[config.mk]
export PLATFORM = sky130hd
export DESIGN_NAME = list_prefetch
export DESIGN_NICKNAME = d
export VERILOG_FILES = /design/src/rtl/list_prefetch.sv
export SDC_FILE = /design/constraint.sdc
export NUM_CORES = 1
export LEC_CHECK = 0
export ABC_AREA = 1
export CELL_PAD_IN_SITES_DETAIL_PLACEMENT = 0
export CELL_PAD_IN_SITES_GLOBAL_PLACEMENT = 1
export CORE_ASPECT_RATIO = 1.4
export CORE_MARGIN = 1
export CORE_UTILIZATION = 46
export CTS_BUF_LIST = sky130_fd_sc_hd__clkbuf_4
export CTS_CLUSTER_SIZE = 24
export DETAILED_ROUTE_END_ITERATION = 8
export PLACE_DENSITY = 0.85
export SLEW_MARGIN = 20
export SYNTH_ARGS = -nofsm -noshare
export SYNTH_HDL_FRONTEND = slang
export SYNTH_SLANG_ARGS = --single-unit
[constraint.sdc]
create_clock -name clock -period 2.5 [get_ports clock]
set_input_delay 0.5 -clock clock [delete_from_list [all_inputs] [get_ports clock]]
set_output_delay 0.5 -clock clock [all_outputs]
set_load 0.02 [all_outputs]
[src/rtl/list_prefetch.sv]
// list_prefetch: fetches list elements ahead of demand into a small FIFO and serves the consumer from it.
// Define LIST_PREFETCH_COUNT_EN to add the saturating 'delivered' element counter output.
module list_prefetch #(
    parameter int WIDTH = 8,
    parameter int DEPTH = 4,
    parameter int AW    = 2
) (
    input  logic             clock,
    input  logic             ready,
    output logic             src_req,
    input  logic             src_ack,
    input  logic [WIDTH-1:0] src_value,
    input  logic             src_value_valid,
    input  logic             req,
    output logic             ack,
    output logic [WIDTH-1:0] value,
    output logic             value_valid
`ifdef LIST_PREFETCH_COUNT_EN
    ,
    output logic [15:0]      delivered
`endif
);

    typedef enum logic [1:0] {
        IDLE,
        REQ,
        GAP
    } fetch_state_t;

    localparam logic [AW:0]   FULL      = (AW+1)'(DEPTH);
    localparam logic [AW:0]   COUNT_ONE = (AW+1)'(1);
    localparam logic [AW-1:0] PTR_ONE   = AW'(1);

    logic [WIDTH-1:0] mem [DEPTH];
    logic [AW-1:0]    wr_ptr;
    logic [AW-1:0]    rd_ptr;
    logic [AW:0]      count;
    logic             end_seen;
    logic             pending;
    logic             last_req;
    fetch_state_t     state;

    logic push;
    logic pop;
    logic end_ack;
    logic req_edge;

    assign push     = (state == REQ) && src_ack && src_value_valid;
    assign pop      = pending && (count != '0);
    assign end_ack  = pending && (count == '0) && end_seen;
    assign req_edge = req && !last_req;

    // Tracked even in reset so a request held high across reset release is not an edge.
    always_ff @(posedge clock) begin
        last_req <= req;
    end

    always_ff @(posedge clock) begin
        if (ready && push) begin
            mem[wr_ptr] <= src_value;
        end
    end

    // Only one upstream request in flight; issuing only when count<DEPTH reserves its slot.
    always_ff @(posedge clock) begin
        if (!ready) begin
            state    <= IDLE;
            src_req  <= 1'b0;
            end_seen <= 1'b0;
            wr_ptr   <= '0;
        end else begin
            case (state)
                IDLE: begin
                    if (!end_seen && (count < FULL)) begin
                        state   <= REQ;
                        src_req <= 1'b1;
                    end
                end
                REQ: begin
                    if (src_ack) begin
                        state   <= GAP;
                        src_req <= 1'b0;
                        if (src_value_valid) begin
                            wr_ptr <= wr_ptr + PTR_ONE;
                        end else begin
                            end_seen <= 1'b1;
                        end
                    end
                end
                GAP: begin
                    state <= IDLE;
                end
                default: begin
                    state   <= IDLE;
                    src_req <= 1'b0;
                end
            endcase
        end
    end

    always_ff @(posedge clock) begin
        if (!ready) begin
            count       <= '0;
            rd_ptr      <= '0;
            pending     <= 1'b0;
            ack         <= 1'b0;
            value       <= '0;
            value_valid <= 1'b0;
        end else begin
            ack <= pop || end_ack;
            if (pop) begin
                value       <= mem[rd_ptr];
                value_valid <= 1'b1;
                rd_ptr      <= rd_ptr + PTR_ONE;
            end else if (end_ack) begin
                value_valid <= 1'b0;
            end
            // A new edge while a request is still pending is merged into it.
            if (pending) begin
                pending <= !(pop || end_ack);
            end else begin
                pending <= req_edge;
            end
            case ({push, pop})
                2'b10:   count <= count + COUNT_ONE;
                2'b01:   count <= count - COUNT_ONE;
                default: count <= count;
            endcase
        end
    end

`ifdef LIST_PREFETCH_COUNT_EN
    always_ff @(posedge clock) begin
        if (!ready) begin
            delivered <= '0;
        end else if (pop && (delivered != 16'hFFFF)) begin
            delivered <= delivered + 16'd1;
        end
    end
`endif

endmodule

==> impl_summary.md <==
Drt
The first TritonRoute pass finished after 5 iterations. The routed wire length per instance is 10.6 um. The vias after detailed routing is 1649.

The number of violations reported at the end of detailed-routing iteration 0 is 82. The detail route stage leaves a number of antenna-violating nets equal to 0. Using the TritonRoute via totals, the vias-per-cell ratio works out to 4.47. The routed design has 3920 um of wire.

The number of remaining DRC errors is 0.

Clock network
The buffers inserted during post-CTS setup optimization is 0. CTS placed an instance of sky130_fd_sc_hd__clkbuf_4 at the clock tree root. After clock tree synthesis, the clock-pin slew on the worst setup and hold paths is 0.16 ns.

In this run, post-CTS repair resized a total of 0 instances. The number of buffers between clock root and the deepest sink is 2. The clock sink total is 55. The H-tree was split into 2 levels.

The number of hold buffers added after CTS is 0. Counting the buffers created by CTS gives 5. The clock network latency to the later pin of the worst-skew pair is around 0.38 ns. The TritonCTS clock tree is yes.

Layout
The final net count is 321. Relative to the synthesized area, the layout overhead comes to 12.2%. The number of antenna diodes in the final layout is 0.

The fraction of final layout cells sized beyond drive strength 1 is 0.155. The library cells used most frequently in the layout, excluding fill and tap cells, are sky130_fd_sc_hd__nand2_1 (63), sky130_fd_sc_hd__inv_1 (55), sky130_fd_sc_hd__edfxtp_1 (32). The most frequent standard cell in the layout excluding fill and tap cells is sky130_fd_sc_hd__nand2_1.

Synthesis
The synthesized netlist contains 26 unique library cells. The total of warnings raised by yosys is 0. Yosys attributes the largest share of cell area to sky130_fd_sc_hd__edfxtp_1 (37%), sky130_fd_sc_hd__dfxtp_1 (18%), sky130_fd_sc_hd__nand2_1 (9.2%). The total standard cell area after synthesis is about 2600 sq um. The leading area contributor after synthesis is sky130_fd_sc_hd__edfxtp_1. The average instance area after synthesis is around 9.2 sq um. The post-synthesis instance total is 279. The share of synthesized area in the top cell type comes to 0.374. The flip-flop and latch count after synthesis is between 50 and 60.

Of the synthesized area, sequential elements account for 0.553. The synthesized netlist net count is 298.

Pwr
Power spread over the standard cell area amounts to between 500 and 600 nW/um^2. The internal portion of the total power is around 0.0013 W. The highest ir drop seen on vdd is a little over 0.4 mV. The share of power burned in registers is 0.599.

Of the total power, the clock network draws 0.297. The analysis attributes to net switching a power of 0.000402 W. The switching share of total power is 0.240. The standby leakage power is 1.29 nW. Power comes to 0.00168 W.

The portion of total power attributed to combinational logic is 0.104.

Worst setup path
The startpoint-to-endpoint class of the critical path is flop to flop. The setup slack of the most critical reg-to-reg path is between 0.5 and 0.6 ns. The worst register-to-register path begins at count[1]. The start point of the critical path is count[1].

At the worst endpoint, the arrival time is around 2.2 ns. The worst setup path is launched from a flop. Measured in cells, the most critical reg-to-reg path has a length of 13. STA classifies the critical path endpoint as a flop. The endpoint of the worst setup timing path is count[2]. The destination of the worst register-to-register timing path is count[2]. At the worst endpoint, the required time is about 2.8 ns. The largest fanout on the critical path is 20.

Timing
Clock skew on the completed layout was measured at roughly 0.017 ns. The hold violation count in the final report was 0. The relative slew slack is 0.463. The minimum clock period after layout is between 1.5 and 2 ns.

The highest clock rate is 515 MHz. The total negative slack for setup checks is 0 ns. The period utilization is 0.776. The final count of negative-setup-slack endpoints is 0. The worst-margin pin slew is 0.804 ns.

The final count of pins violating max slew is 0. Final hold analysis gives a worst-case slack of 0.480 ns. Setup repair after global routing left no endpoint under its margin.

Place
The detailed placer's ending HPWL is between 2000 and 3000 um. The routability congestion estimate from global placement is 0.760. The quantity of I/O buffers inserted on ports is 23.

Global routing
Entering global routing, the biggest net connects 21 pins. The via count of the first global-routing pass is 1501. The total overflow reported by the global router is 0. The first global-routing pass estimated 6680 um of wire.

The global-route total usage across every layer is 0.148. The number of antenna violations at the first check in global routing is 0.

Floorplan
The number of placement rows is 31. The starting density of the core is 0.488. The die covers ~6000 sq um. The floorplan step set the die height to 90.5 um. The core region area is roughly 5300 sq um. The number of placed I/O pins is 24.

The die is approximately 65 um wide.

Run status
The flow ran to the end, and the final reports show no timing, DRC or antenna violations.

Run
The number of violations of the max-capacitance limit is 0.

Worst hold path
The type of the most critical hold path is flop to flop.
## cell usage after synthesis, drive strengths merged
cell type and instances:
nand2 77, inv 61, nor2 38, edfxtp 32
dfxtp 23, nand3 19, a21oi 9, buf 8
ha 5, o21ai 3, bufinv 1, fa 1
nand3b 1, nor3 1
## cells by family (layout without fill, tap and decap cells)
| kind of cell | after synthesis | count (layout) | synth area share |
|---|---|---|---|
| compound gates | 12 | 12 | 0.0248 |
| fa+ha+maj | 6 | 6 | 0.0321 |
| buf+inv | 70 | 94 | 0.139 |
| flops | 55 | 55 | 0.553 |
| simple gates | 136 | 136 | 0.251 |
## how the worst min path moves through the flow
stage	startpoint	cells after the start	slack, ns	end
after detailed placement	value_valid	2	0.47	value_valid
after global placement	value_valid	2	0.45	value_valid
after CTS	value_valid	2	0.49	value_valid
after floorplan	end_seen	2	0.44	end_seen
final	value_valid	2	0.48	value_valid
after global routing	value_valid	2	0.51	value_valid
## flip-flops by register name, indices dropped and copies added (netlist names)
name / flops
mem: 32
value: 8
count: 3
rd_ptr: 2
state: 2
wr_ptr: 2
ack: 1
end_seen: 1
last_req: 1
pending: 1
src_req: 1
value_valid: 1
## metal layers
metal,part of all wire,up-vias,track usage
met1,0.46,730,0.184
met4,0.021,0,0.0707
met2,0.49,29,0.240
li1,-,883,-
met3,0.029,7,0.0303
met5,0,-,0
## critical path, cell delays in order (launching register included)
cell                      delay (ns)
sky130_fd_sc_hd__dfxtp_1        0.41
sky130_fd_sc_hd__nor2_2         0.06
sky130_fd_sc_hd__nand2_2        0.07
sky130_fd_sc_hd__nand2_2        0.23
sky130_fd_sc_hd__inv_2          0.13
sky130_fd_sc_hd__ha_1           0.17
sky130_fd_sc_hd__inv_1          0.06
sky130_fd_sc_hd__fa_1           0.39
sky130_fd_sc_hd__inv_1          0.06
sky130_fd_sc_hd__nand2_1        0.05
sky130_fd_sc_hd__nand3_1        0.09
sky130_fd_sc_hd__nand2_1        0.05
sky130_fd_sc_hd__nand2_1        0.05
sky130_fd_sc_hd__nor2_1         0.03
## power groups by stage
stage               registers [W]  logic [W]  clock network (W)
finish                    0.00100   0.000174           0.000498
global route              0.00101   0.000198           0.000546
CTS                       0.00100   0.000177           0.000516
detailed placement        0.00102   0.000175                  0
global placement          0.00102   0.000172                  0
floorplan                 0.00103   0.000115                  0
## per-stage QoR
stage / std cells / setup WS, ns / area, sq um / util
CTS: 369 / 0.550 / 2890 / 0.547
detailed placement: 361 / 0.276 / 2800 / 0.531
floorplan: 279 / 0.825 / 2570 / -
finish: 369 / 0.560 / 2890 / 0.547
global route: 369 / 0.386 / 2890 / 0.547
global placement: 361 / 0.339 / 2800 / 0.531
## area by class of cell
type	instances	area, sq um
flip-flops and latches	55	1420
inverters	62	267
multi-input cells	154	793
clock inverters	3	47.5
clock buffers	5	37.5
fillers	511	2390
well taps	66	82.6
repair buffers	24	238
No activity file was read; power rests on OpenSTA's default activity.
